### src/rtl/pong_ball_ctrl_if.sv
// Ball controller bus: frame timing, serve and paddle inputs
// in one direction, ball position, play state and scores in the other.
interface pong_ball_ctrl_if;
  logic       V_visible;
  logic       serve;
  logic [9:0] p1_paddle_Y;
  logic [9:0] p2_paddle_Y;
  logic [9:0] ball_X;
  logic [9:0] ball_Y;
  logic       in_play;
  logic [3:0] score_p1;
  logic [3:0] score_p2;
  logic       paddle_hit;
  logic       point_scored;

  modport master (
    output V_visible, serve,
    output p1_paddle_Y, p2_paddle_Y,
    input  ball_X, ball_Y, in_play,
    input  score_p1, score_p2,
    input  paddle_hit, point_scored
  );

  modport slave (
    input  V_visible, serve,
    input  p1_paddle_Y, p2_paddle_Y,
    output ball_X, ball_Y, in_play,
    output score_p1, score_p2,
    output paddle_hit, point_scored
  );
endinterface

### src/rtl/pong_ball_ctrl.sv
// Per-frame pong ball motion, bounce and scoring controller.
// Optional BALL_SPEEDUP_EN: ball speeds up on each paddle hit.
module pong_ball_ctrl #(
  parameter int SCREEN_W  = 640,
  parameter int SCREEN_H  = 480,
  parameter int BALL_SIZE = 4,
  parameter int PADDLE_W  = 10,
  parameter int PADDLE_H  = 50,
  parameter int P1_X      = 0,
  parameter int P2_X      = 630,
  parameter int SERVE_X   = 318,
  parameter int SERVE_Y   = 238,
  parameter int SPEED     = 2
`ifdef BALL_SPEEDUP_EN
  , parameter int MAX_SPEED = 6
`endif
) (
  input logic pixel_clk,
  input logic rst,
  pong_ball_ctrl_if.slave bus
);

  localparam logic signed [11:0] L_ZERO = 12'sd0;
  localparam logic signed [11:0] L_BOT =
    12'(SCREEN_H - BALL_SIZE);
  localparam logic signed [11:0] L_BS = 12'(BALL_SIZE);
  localparam logic signed [11:0] L_PH = 12'(PADDLE_H);
  localparam logic signed [11:0] L_P1R =
    12'(P1_X + PADDLE_W);
  localparam logic signed [11:0] L_P2L = 12'(P2_X);
  localparam logic signed [11:0] L_P2HIT =
    12'(P2_X - BALL_SIZE);
  localparam logic signed [11:0] L_W = 12'(SCREEN_W);
  localparam logic [9:0] L_SX = 10'(SERVE_X);
  localparam logic [9:0] L_SY = 10'(SERVE_Y);
  localparam logic [3:0] L_SPD = 4'(SPEED);

  typedef enum logic {SERVE, PLAY} state_t;

  state_t state_q, state_d;
  logic v_r, v_prev, tick;
  logic [9:0] x_q, x_d, y_q, y_d;
  logic dx_q, dx_d, dy_q, dy_d;
  logic [3:0] s1_q, s1_d, s2_q, s2_d;
  logic hit_q, hit_d, pt_q, pt_d;
  logic [3:0] spd;

  logic signed [11:0] cx, cy, sp, p1t, p2t;
  logic signed [11:0] nx, ny, mx, my;
  logic ndx, ndy, ov1, ov2, hit, miss1, miss2;

`ifdef BALL_SPEEDUP_EN
  localparam logic [3:0] L_MAX = 4'(MAX_SPEED);
  logic [3:0] spd_q, spd_d;
  assign spd = spd_q;
`else
  assign spd = L_SPD;
`endif

  // Start of vertical blank, seen through one register stage
  assign tick = v_prev & ~v_r;

  function automatic logic [3:0] sat_inc(
    input logic [3:0] s
  );
    return (s == 4'hF) ? s : s + 4'd1;
  endfunction

  assign cx  = signed'({2'b00, x_q});
  assign cy  = signed'({2'b00, y_q});
  assign sp  = signed'({8'b0, spd});
  assign p1t = signed'({2'b00, bus.p1_paddle_Y});
  assign p2t = signed'({2'b00, bus.p2_paddle_Y});

  always_comb begin
    nx    = dx_q ? cx + sp : cx - sp;
    ny    = dy_q ? cy + sp : cy - sp;
    mx    = nx;
    my    = ny;
    ndx   = dx_q;
    ndy   = dy_q;
    hit   = 1'b0;
    miss1 = 1'b0;
    miss2 = 1'b0;
    if (ny[11]) begin
      my  = L_ZERO;
      ndy = 1'b1;
    end else if (ny > L_BOT) begin
      my  = L_BOT;
      ndy = 1'b0;
    end
    ov1 = (my + L_BS > p1t) && (my < p1t + L_PH);
    ov2 = (my + L_BS > p2t) && (my < p2t + L_PH);
    if (!dx_q) begin
      if (nx <= L_P1R) begin
        if (ov1) begin
          mx  = L_P1R;
          ndx = 1'b1;
          hit = 1'b1;
        end else if (nx <= L_ZERO) begin
          miss2 = 1'b1;
        end
      end
    end else if (nx + L_BS >= L_P2L) begin
      if (ov2) begin
        mx  = L_P2HIT;
        ndx = 1'b0;
        hit = 1'b1;
      end else if (nx + L_BS >= L_W) begin
        miss1 = 1'b1;
      end
    end
  end

  always_comb begin
    state_d = state_q;
    x_d     = x_q;
    y_d     = y_q;
    dx_d    = dx_q;
    dy_d    = dy_q;
    s1_d    = s1_q;
    s2_d    = s2_q;
    hit_d   = 1'b0;
    pt_d    = 1'b0;
`ifdef BALL_SPEEDUP_EN
    spd_d   = spd_q;
`endif
    if (tick) begin
      unique case (state_q)
        SERVE: begin
          if (bus.serve) state_d = PLAY;
        end
        PLAY: begin
          if (miss1 | miss2) begin
            state_d = SERVE;
            x_d     = L_SX;
            y_d     = L_SY;
            dy_d    = 1'b1;
            // Re-serve heads toward the player who lost the point
            dx_d    = miss1;
            pt_d    = 1'b1;
            if (miss1) s1_d = sat_inc(s1_q);
            if (miss2) s2_d = sat_inc(s2_q);
`ifdef BALL_SPEEDUP_EN
            spd_d   = L_SPD;
`endif
          end else begin
            x_d   = mx[9:0];
            y_d   = my[9:0];
            dx_d  = ndx;
            dy_d  = ndy;
            hit_d = hit;
`ifdef BALL_SPEEDUP_EN
            if (hit)
              spd_d = (spd_q >= L_MAX) ? L_MAX
                                       : spd_q + 4'd1;
`endif
          end
        end
        default: ;
      endcase
    end
  end

  always_ff @(posedge pixel_clk or posedge rst) begin
    if (rst) begin
      v_r     <= 1'b0;
      v_prev  <= 1'b0;
      state_q <= SERVE;
      x_q     <= L_SX;
      y_q     <= L_SY;
      dx_q    <= 1'b1;
      dy_q    <= 1'b1;
      s1_q    <= 4'd0;
      s2_q    <= 4'd0;
      hit_q   <= 1'b0;
      pt_q    <= 1'b0;
`ifdef BALL_SPEEDUP_EN
      spd_q   <= L_SPD;
`endif
    end else begin
      v_r     <= bus.V_visible;
      v_prev  <= v_r;
      state_q <= state_d;
      x_q     <= x_d;
      y_q     <= y_d;
      dx_q    <= dx_d;
      dy_q    <= dy_d;
      s1_q    <= s1_d;
      s2_q    <= s2_d;
      hit_q   <= hit_d;
      pt_q    <= pt_d;
`ifdef BALL_SPEEDUP_EN
      spd_q   <= spd_d;
`endif
    end
  end

  assign bus.ball_X       = x_q;
  assign bus.ball_Y       = y_q;
  assign bus.in_play      = (state_q == PLAY);
  assign bus.score_p1     = s1_q;
  assign bus.score_p2     = s2_q;
  assign bus.paddle_hit   = hit_q;
  assign bus.point_scored = pt_q;

endmodule

### src/flat_wrapper.sv
// flat-port wrapper written by rule: the top's interface ports become plain ports
module pong_ball_ctrl_flat 
#(
  parameter int SCREEN_W  = 640,
  parameter int SCREEN_H  = 480,
  parameter int BALL_SIZE = 4,
  parameter int PADDLE_W  = 10,
  parameter int PADDLE_H  = 50,
  parameter int P1_X      = 0,
  parameter int P2_X      = 630,
  parameter int SERVE_X   = 318,
  parameter int SERVE_Y   = 238,
  parameter int SPEED     = 2

)
  (pixel_clk, rst, bus_V_visible, bus_serve, bus_p1_paddle_Y, bus_p2_paddle_Y, bus_ball_X, bus_ball_Y, bus_in_play, bus_score_p1, bus_score_p2, bus_paddle_hit, bus_point_scored);
  pong_ball_ctrl_if bus_i ();
  input logic pixel_clk;
  input logic rst;
  input wire logic [$bits(bus_i.V_visible)-1:0] bus_V_visible;
  input wire logic [$bits(bus_i.serve)-1:0] bus_serve;
  input wire logic [$bits(bus_i.p1_paddle_Y)-1:0] bus_p1_paddle_Y;
  input wire logic [$bits(bus_i.p2_paddle_Y)-1:0] bus_p2_paddle_Y;
  output wire logic [$bits(bus_i.ball_X)-1:0] bus_ball_X;
  output wire logic [$bits(bus_i.ball_Y)-1:0] bus_ball_Y;
  output wire logic [$bits(bus_i.in_play)-1:0] bus_in_play;
  output wire logic [$bits(bus_i.score_p1)-1:0] bus_score_p1;
  output wire logic [$bits(bus_i.score_p2)-1:0] bus_score_p2;
  output wire logic [$bits(bus_i.paddle_hit)-1:0] bus_paddle_hit;
  output wire logic [$bits(bus_i.point_scored)-1:0] bus_point_scored;
  assign bus_i.V_visible = bus_V_visible;
  assign bus_i.serve = bus_serve;
  assign bus_i.p1_paddle_Y = bus_p1_paddle_Y;
  assign bus_i.p2_paddle_Y = bus_p2_paddle_Y;
  assign bus_ball_X = bus_i.ball_X;
  assign bus_ball_Y = bus_i.ball_Y;
  assign bus_in_play = bus_i.in_play;
  assign bus_score_p1 = bus_i.score_p1;
  assign bus_score_p2 = bus_i.score_p2;
  assign bus_paddle_hit = bus_i.paddle_hit;
  assign bus_point_scored = bus_i.point_scored;
  pong_ball_ctrl #(.SCREEN_W(SCREEN_W), .SCREEN_H(SCREEN_H), .BALL_SIZE(BALL_SIZE), .PADDLE_W(PADDLE_W), .PADDLE_H(PADDLE_H), .P1_X(P1_X), .P2_X(P2_X), .SERVE_X(SERVE_X), .SERVE_Y(SERVE_Y), .SPEED(SPEED)) u_core (.pixel_clk(pixel_clk), .rst(rst), .bus(bus_i));
endmodule
### config.mk
export PLATFORM = sky130hd
export DESIGN_NAME = pong_ball_ctrl_flat
export DESIGN_NICKNAME = d
export VERILOG_FILES = /design/src/rtl/pong_ball_ctrl_if.sv /design/src/rtl/pong_ball_ctrl.sv /design/src/flat_wrapper.sv
export SDC_FILE = /design/constraint.sdc
export NUM_CORES = 1
export LEC_CHECK = 0
export ABC_AREA = 0
export CORE_MARGIN = 2
export CORE_UTILIZATION = 30
export DETAILED_ROUTE_END_ITERATION = 8
export PLACE_DENSITY = 0.47
export SYNTH_ARGS = -nofsm -noshare
export SYNTH_HDL_FRONTEND = slang
export SYNTH_SLANG_ARGS = --single-unit
### constraint.sdc
create_clock -name pixel_clk -period 14.95 [get_ports pixel_clk]
set_clock_uncertainty 0.15 [all_clocks]
set_input_delay 2.99 -clock pixel_clk [delete_from_list [all_inputs] [get_ports pixel_clk]]
set_output_delay 2.99 -clock pixel_clk [all_outputs]
set_load 0.01 [all_outputs]
== Yosys cells after proc, flatten, opt, wreduce, memory -nomap -nowiden ==
Cells that the tools add are included.
Word-level totals
  flip-flop bits (word level): 35
  input port bits: 24
  output and inout bits: 31
  word-level logic and storage cells: 85
Cells by class
  $add $sub $neg: 10
  order comparisons: 9
  equality and inequality tests: 2
  mux-type cells: 40
  bitwise logic cells: 6
  reduce and logical (&&, ||, !) cells: 7
Operators with widths (count)
  $mux W10: 7
  $mux W1: 28
  $ge A12 B11 Y1 const B: 2
  $gt A12 B11 Y1: 2
  $lt A12 B12 Y1: 2
  $mux W12: 2
  $add A10 B2 Y11 const B: 2
  $add A10 B6 Y11 const B: 2
  $mux W11: 2
  $sub A10 B2 Y11 const B: 2
  $add A11 B3 Y12 const B: 1
  $add A12 B4 Y12 const B: 1
  $gt A12 B10 Y1 const B: 1
  $le A12 B1 Y1 const B: 1
  $le A12 B5 Y1 const B: 1
  $reduce_and A5 Y1: 2
  $add A4 B1 Y4 const B: 2
  $eq A4 B4 Y1 const B: 2
  $not A1 Y1: 4
  $reduce_and A3 Y1: 1
  $reduce_bool A3 Y1: 1
  $logic_and A1 B1 Y1: 2
  $pmux W1 S2: 1
  $reduce_and A2 Y1: 1
  other kinds (2): 2

== Logic depth before layout (Yosys ltp) ==
  depth in word-level cells: 15
  gate-level depth with buffers: 28

== Worst setup path after synthesis ==
Ideal clock, no wire load.
  path kind: in2reg
  start point: input bus_p2_paddle_Y[1]
  end point: register u_core.s1_q[1], in the netlist u_core.bus.score_p1[1]
  setup time: 0.128 ns
  arrival: 5.354 ns
  data required time: 14.672 ns
  path slack: 9.318 ns
  cell stages on the path: 14
  buffers on the path: 0
  cells stage by stage: ha_1 a21oi_1 nand2_1 nand2_1 xnor2_1 ha_1 a21o_1 a21o_1 a2111oi_0 o311ai_0 nand2_1 nor2_2 and3_1 mux2_1
Between the ends
  word-level cells in the longest chain between the ends: 8
Ends and longest elaborated chain
  from (decl): RTL line flat_wrapper.sv:23  | input wire logic [$bits(bus_i.p2_paddle_Y)-1:0] bus_p2_paddle_Y;
  $add A10 B6 Y11: RTL line pong_ball_ctrl.sv:93  | ov2 = (my + L_BS > p2t) && (my < p2t + L_PH);
  $lt A12 B12 Y1: RTL line pong_ball_ctrl.sv:93
  $logic_and A1 B1 Y1 (*): RTL line pong_ball_ctrl.sv:93
  $mux W1 (*): RTL line pong_ball_ctrl.sv:105  | if (ov2) begin
  $mux W1 (*): RTL line pong_ball_ctrl.sv:104  | end else if (nx + L_BS >= L_P2L) begin
  $mux W1 (*): RTL line pong_ball_ctrl.sv:94  | if (!dx_q) begin
  $or A1 B1 Y1: RTL line pong_ball_ctrl.sv:134  | if (miss1 | miss2) begin
  $reduce_and A5 Y1 (no line) (*)
  to (signal assigned): RTL line pong_ball_ctrl.sv:174  | s1_q <= 4'd0;
  to (signal assigned): RTL line pong_ball_ctrl.sv:189  | s1_q <= s1_d;
  to (decl): RTL line pong_ball_ctrl.sv:44  | logic [3:0] s1_q, s1_d, s2_q, s2_d;
Every way passes the cells marked *; elsewhere a longest branch is shown, timed or not.
A chain may end at the register's enable or synchronous reset.

== Final worst setup path ==
  start point: input bus_p2_paddle_Y[1]
  end point: register u_core.x_q[6], in the netlist u_core.bus.ball_X[6]
Between the ends
  word-level cells in the longest chain between the ends: 8
Ends and longest elaborated chain
  $add A10 B6 Y11: RTL line pong_ball_ctrl.sv:93
  $lt A12 B12 Y1: RTL line pong_ball_ctrl.sv:93
  $logic_and A1 B1 Y1 (*): RTL line pong_ball_ctrl.sv:93
  $mux W1: RTL line pong_ball_ctrl.sv:105
  $mux W1: RTL line pong_ball_ctrl.sv:104
  $mux W1: RTL line pong_ball_ctrl.sv:94
  $or A1 B1 Y1: RTL line pong_ball_ctrl.sv:134
  $mux W10 (*): RTL line pong_ball_ctrl.sv:134
  to (signal assigned): RTL line pong_ball_ctrl.sv:170  | x_q <= L_SX;
  to (signal assigned): RTL line pong_ball_ctrl.sv:185  | x_q <= x_d;
  to (decl): RTL line pong_ball_ctrl.sv:42  | logic [9:0] x_q, x_d, y_q, y_d;
Marks and branches as above.

==> flow_summary.json <==
{
  "grt_first_pass_wirelength_um": 19100,
  "cts-root-buf": "clkbuf_16",
  "design_area_mm2": 0.00484,
  "power_density_mw_per_mm2": 159,
  "ys.warnings.count": 0,
  "firstDrtPassIters": 5,
  "io_pins": 55,
  "cp-start-kind": "input pin",
  "h-tree-depth": 2,
  "ys_types": 83,
  "grt.overflow.total": 0,
  "place_congestion": 0.876,
  "antenna_left": 0,
  "multiInputGateArea_mm2": 0.00291,
  "drt-wirelength-per-cell_um": 16.5,
  "drt_iter0_drc": 324,
  "clkPwrFrac": 0.136,
  "dpl_worst_slack_ps": 7890,
  "port_buffers": 53,
  "place_inst": 703,
  "p_total_uw": 767,
  "cts_buffer_depth": 2,
  "syn2layout_area_growth_pct": 20.4,
  "holdWs_ps": 227,
  "synthTopCellsByArea": "ha_1 16%, dfrtp_1 12%, dfstp_2 9.2%, xnor2_1 6.3%, nand2_1 4.1%",
  "die_x_um": 120,
  "die_h_um": 120,
  "synthCells": 489,
  "grt_usage": 0.165,
  "drt-total-wl_um": 11700,
  "die_area_mm2": 0.0143,
  "hold_buffers": 0,
  "worstPathArrival_ps": 6730,
  "fin_crit_sh": 0.449,
  "cts_buffers": 5,
  "initial_utilization": 0.306,
  "cts_sinks": 34,
  "dp_hpwl_um": 9100,
  "async_flop_share": 1.00,
  "switchingPower_uw": 367,
  "pwr-share-seq": 0.225,
  "clk_pin_slew_ps": 60,
  "syn_area_mm2": 0.00402,
  "synth_top_area_cell": "ha_1",
  "synth_ff_type": "dfrtp_1",
  "syn_area_per_cell_um2": 8.22,
  "grt_start_max_net_pins": 35,
  "p_int_uw": 400,
  "tns_ps": 0,
  "drv_slew": 0,
  "synth_seq_cells": 34,
  "max_freq_mhz": 149,
  "placed_cell_area_mm2": 0.00469,
  "maxCapViolCount": 0,
  "pwr-share-comb": 0.639,
  "rsz0062_at_grt": "false",
  "regArea_um2": 868,
  "p_leak_nw": 2.10,
  "num-fill-cells": 1391,
  "finalNonFillerCells": 711,
  "crit_required_ps": 14970,
  "rows": 42,
  "finalCriticalPeriod_ps": 6710,
  "finalSetupViolations": 0,
  "hp-class": "flip-flop to flip-flop",
  "worst_pin_slew_ps": 991,
  "fin_nets": 610,
  "synth_edf_count": 0,
  "swShare": 0.478,
  "endpoint_kind": "flip-flop",
  "cts_tree": "yes",
  "cts_resized": 0,
  "drcViolationCount": 0,
  "cp_max_fo": 13,
  "postCtsSetupBuffers": 0,
  "vias_per_cell": 5.30,
  "antenna_found_initial": 0,
  "peakVddDrop_v": 0.0000601,
  "antenna_cells": 0,
  "vias": 3770,
  "insertion_delay_ps": 280,
  "final_util": 0.368,
  "setup_ws_ps": 8240,
  "status": "completed",
  "final_layout_size_suffix_gt1_frac": 0.0804,
  "hold_viol": 0,
  "ys_seq_area_frac": 0.216,
  "netlist.area_leader.share": 0.162,
  "core-area_mm2": 0.0131,
  "grt_pass1_vias": 3650,
  "crit_type": "input pin to flip-flop",
  "max-slew-margin-rel": 0.339
}
## registers in the layout, summed over array words and instances (netlist names)
register	flops
u_core.v_prev	1
u_core.bus.in_play	1
u_core.v_r	1
u_core.dy_q	1
u_core.dx_q	1
u_core.bus.score_p1	4
u_core.bus.score_p2	4
u_core.bus.paddle_hit	1
u_core.bus.point_scored	1
u_core.bus.ball_X	9
u_core.bus.ball_Y	10
## final timing paths
path / startpoint / end / slack, ps / cells past startpoint
worst min-delay path: u_core.v_r / u_core.v_prev / 230 / 0
max in group asynchronous: rst / u_core.bus.ball_Y[7] / 11350 / 3
min in group asynchronous: rst / u_core.bus.ball_Y[9] / 2950 / 3
worst max-delay path: bus_p2_paddle_Y[1] / u_core.bus.ball_X[6] / 8240 / 13
worst max register to register: u_core.bus.ball_Y[4] / u_core.bus.ball_X[6] / 8420 / 22
worst min register to register: u_core.v_r / u_core.v_prev / 230 / 0
## cells in the final DEF, fill, tap and decap left out, types with 6 or more instances in the layout
cell type         n
nor3_1           11
inv_1            37
nand2_1          44
ha_1             52
nand3_1          24
nor2_1           24
dfstp_2          14
xor2_1           10
o21ai_0          10
and2_1            6
o21ai_1          10
xnor2_1          29
dfrtp_1          20
a21oi_1          30
and4_1            7
a21o_1           12
nor4_1            7
and3_1            6
clkdlybuf4s50_1  53
conb_1            7
nand4_1          13
or3_1             9
## per-layer routing
metal | up-vias | wire (um) | track usage
met2 | 103 | 5190 | 0.257
met4 | 0 | 104 | 0.0375
met3 | 13 | 523 | 0.0242
li1 | 1874 | - | -
met1 | 1780 | 5910 | 0.242
met5 | - | 0 | 0
## cell usage after synthesis, types with 4 or more instances
| cell | number |
|---|---|
| ha_1 | 52 |
| nand2_1 | 44 |
| inv_1 | 37 |
| a21oi_1 | 30 |
| xnor2_1 | 29 |
| nand3_1 | 24 |
| nor2_1 | 24 |
| dfrtp_1 | 20 |
| dfstp_2 | 14 |
| clkbuf_1 | 13 |
| nand4_1 | 13 |
| a21o_1 | 12 |
| nor3_1 | 11 |
| o21ai_0 | 10 |
| o21ai_1 | 10 |
| xor2_1 | 10 |
| or3_1 | 9 |
| and4_1 | 7 |
| nor4_1 | 7 |
| and2_1 | 6 |
| and3_1 | 6 |
| a31oi_1 | 5 |
| nor2b_1 | 5 |
| a211oi_1 | 4 |
| buf_2 | 4 |
| o211ai_1 | 4 |
| o31ai_1 | 4 |
## kinds of logic after synthesis
logic type | share of synthesized area
adders and majority gates | 0.164
and+or+nand+nor | 0.243
xor gates and xnor gates | 0.0850
DFF | 0.216
other | 0.000933
AOI/OAI and AO/OA | 0.210
muxes | 0.0159
buffers and inverters | 0.0648
## cell type report
type / instances / area share
multi-input combinational: 400 / 0.602
sequential: 34 / 0.180
timing repair buffer: 55 / 0.113
tap: 176 / 0.0455
clock buffer: 7 / 0.0295
inverter: 38 / 0.0295
clock inverter: 1 / 0.00103
## power groups by stage
stage	combinational [mW]	clock [mW]	sequential [mW]
floorplan	0.361	0	0.146
finish	0.490	0.104	0.173
global placement	0.483	0	0.174
global route	0.560	0.109	0.179
detailed placement	0.486	0	0.174
CTS	0.491	0.106	0.173
## critical path: stages
cell and delay, ps:
clkdlybuf4s50_1 480, ha_1 260, a21oi_1 230, nand2_1 120
nand2_1 90, xnor2_1 70, ha_1 270, nand4_1 110
o311ai_0 640, nand2_1 220, o21ai_1 810, o21ai_0 230
and3_1 220
(Power assumes the default switching activity.)
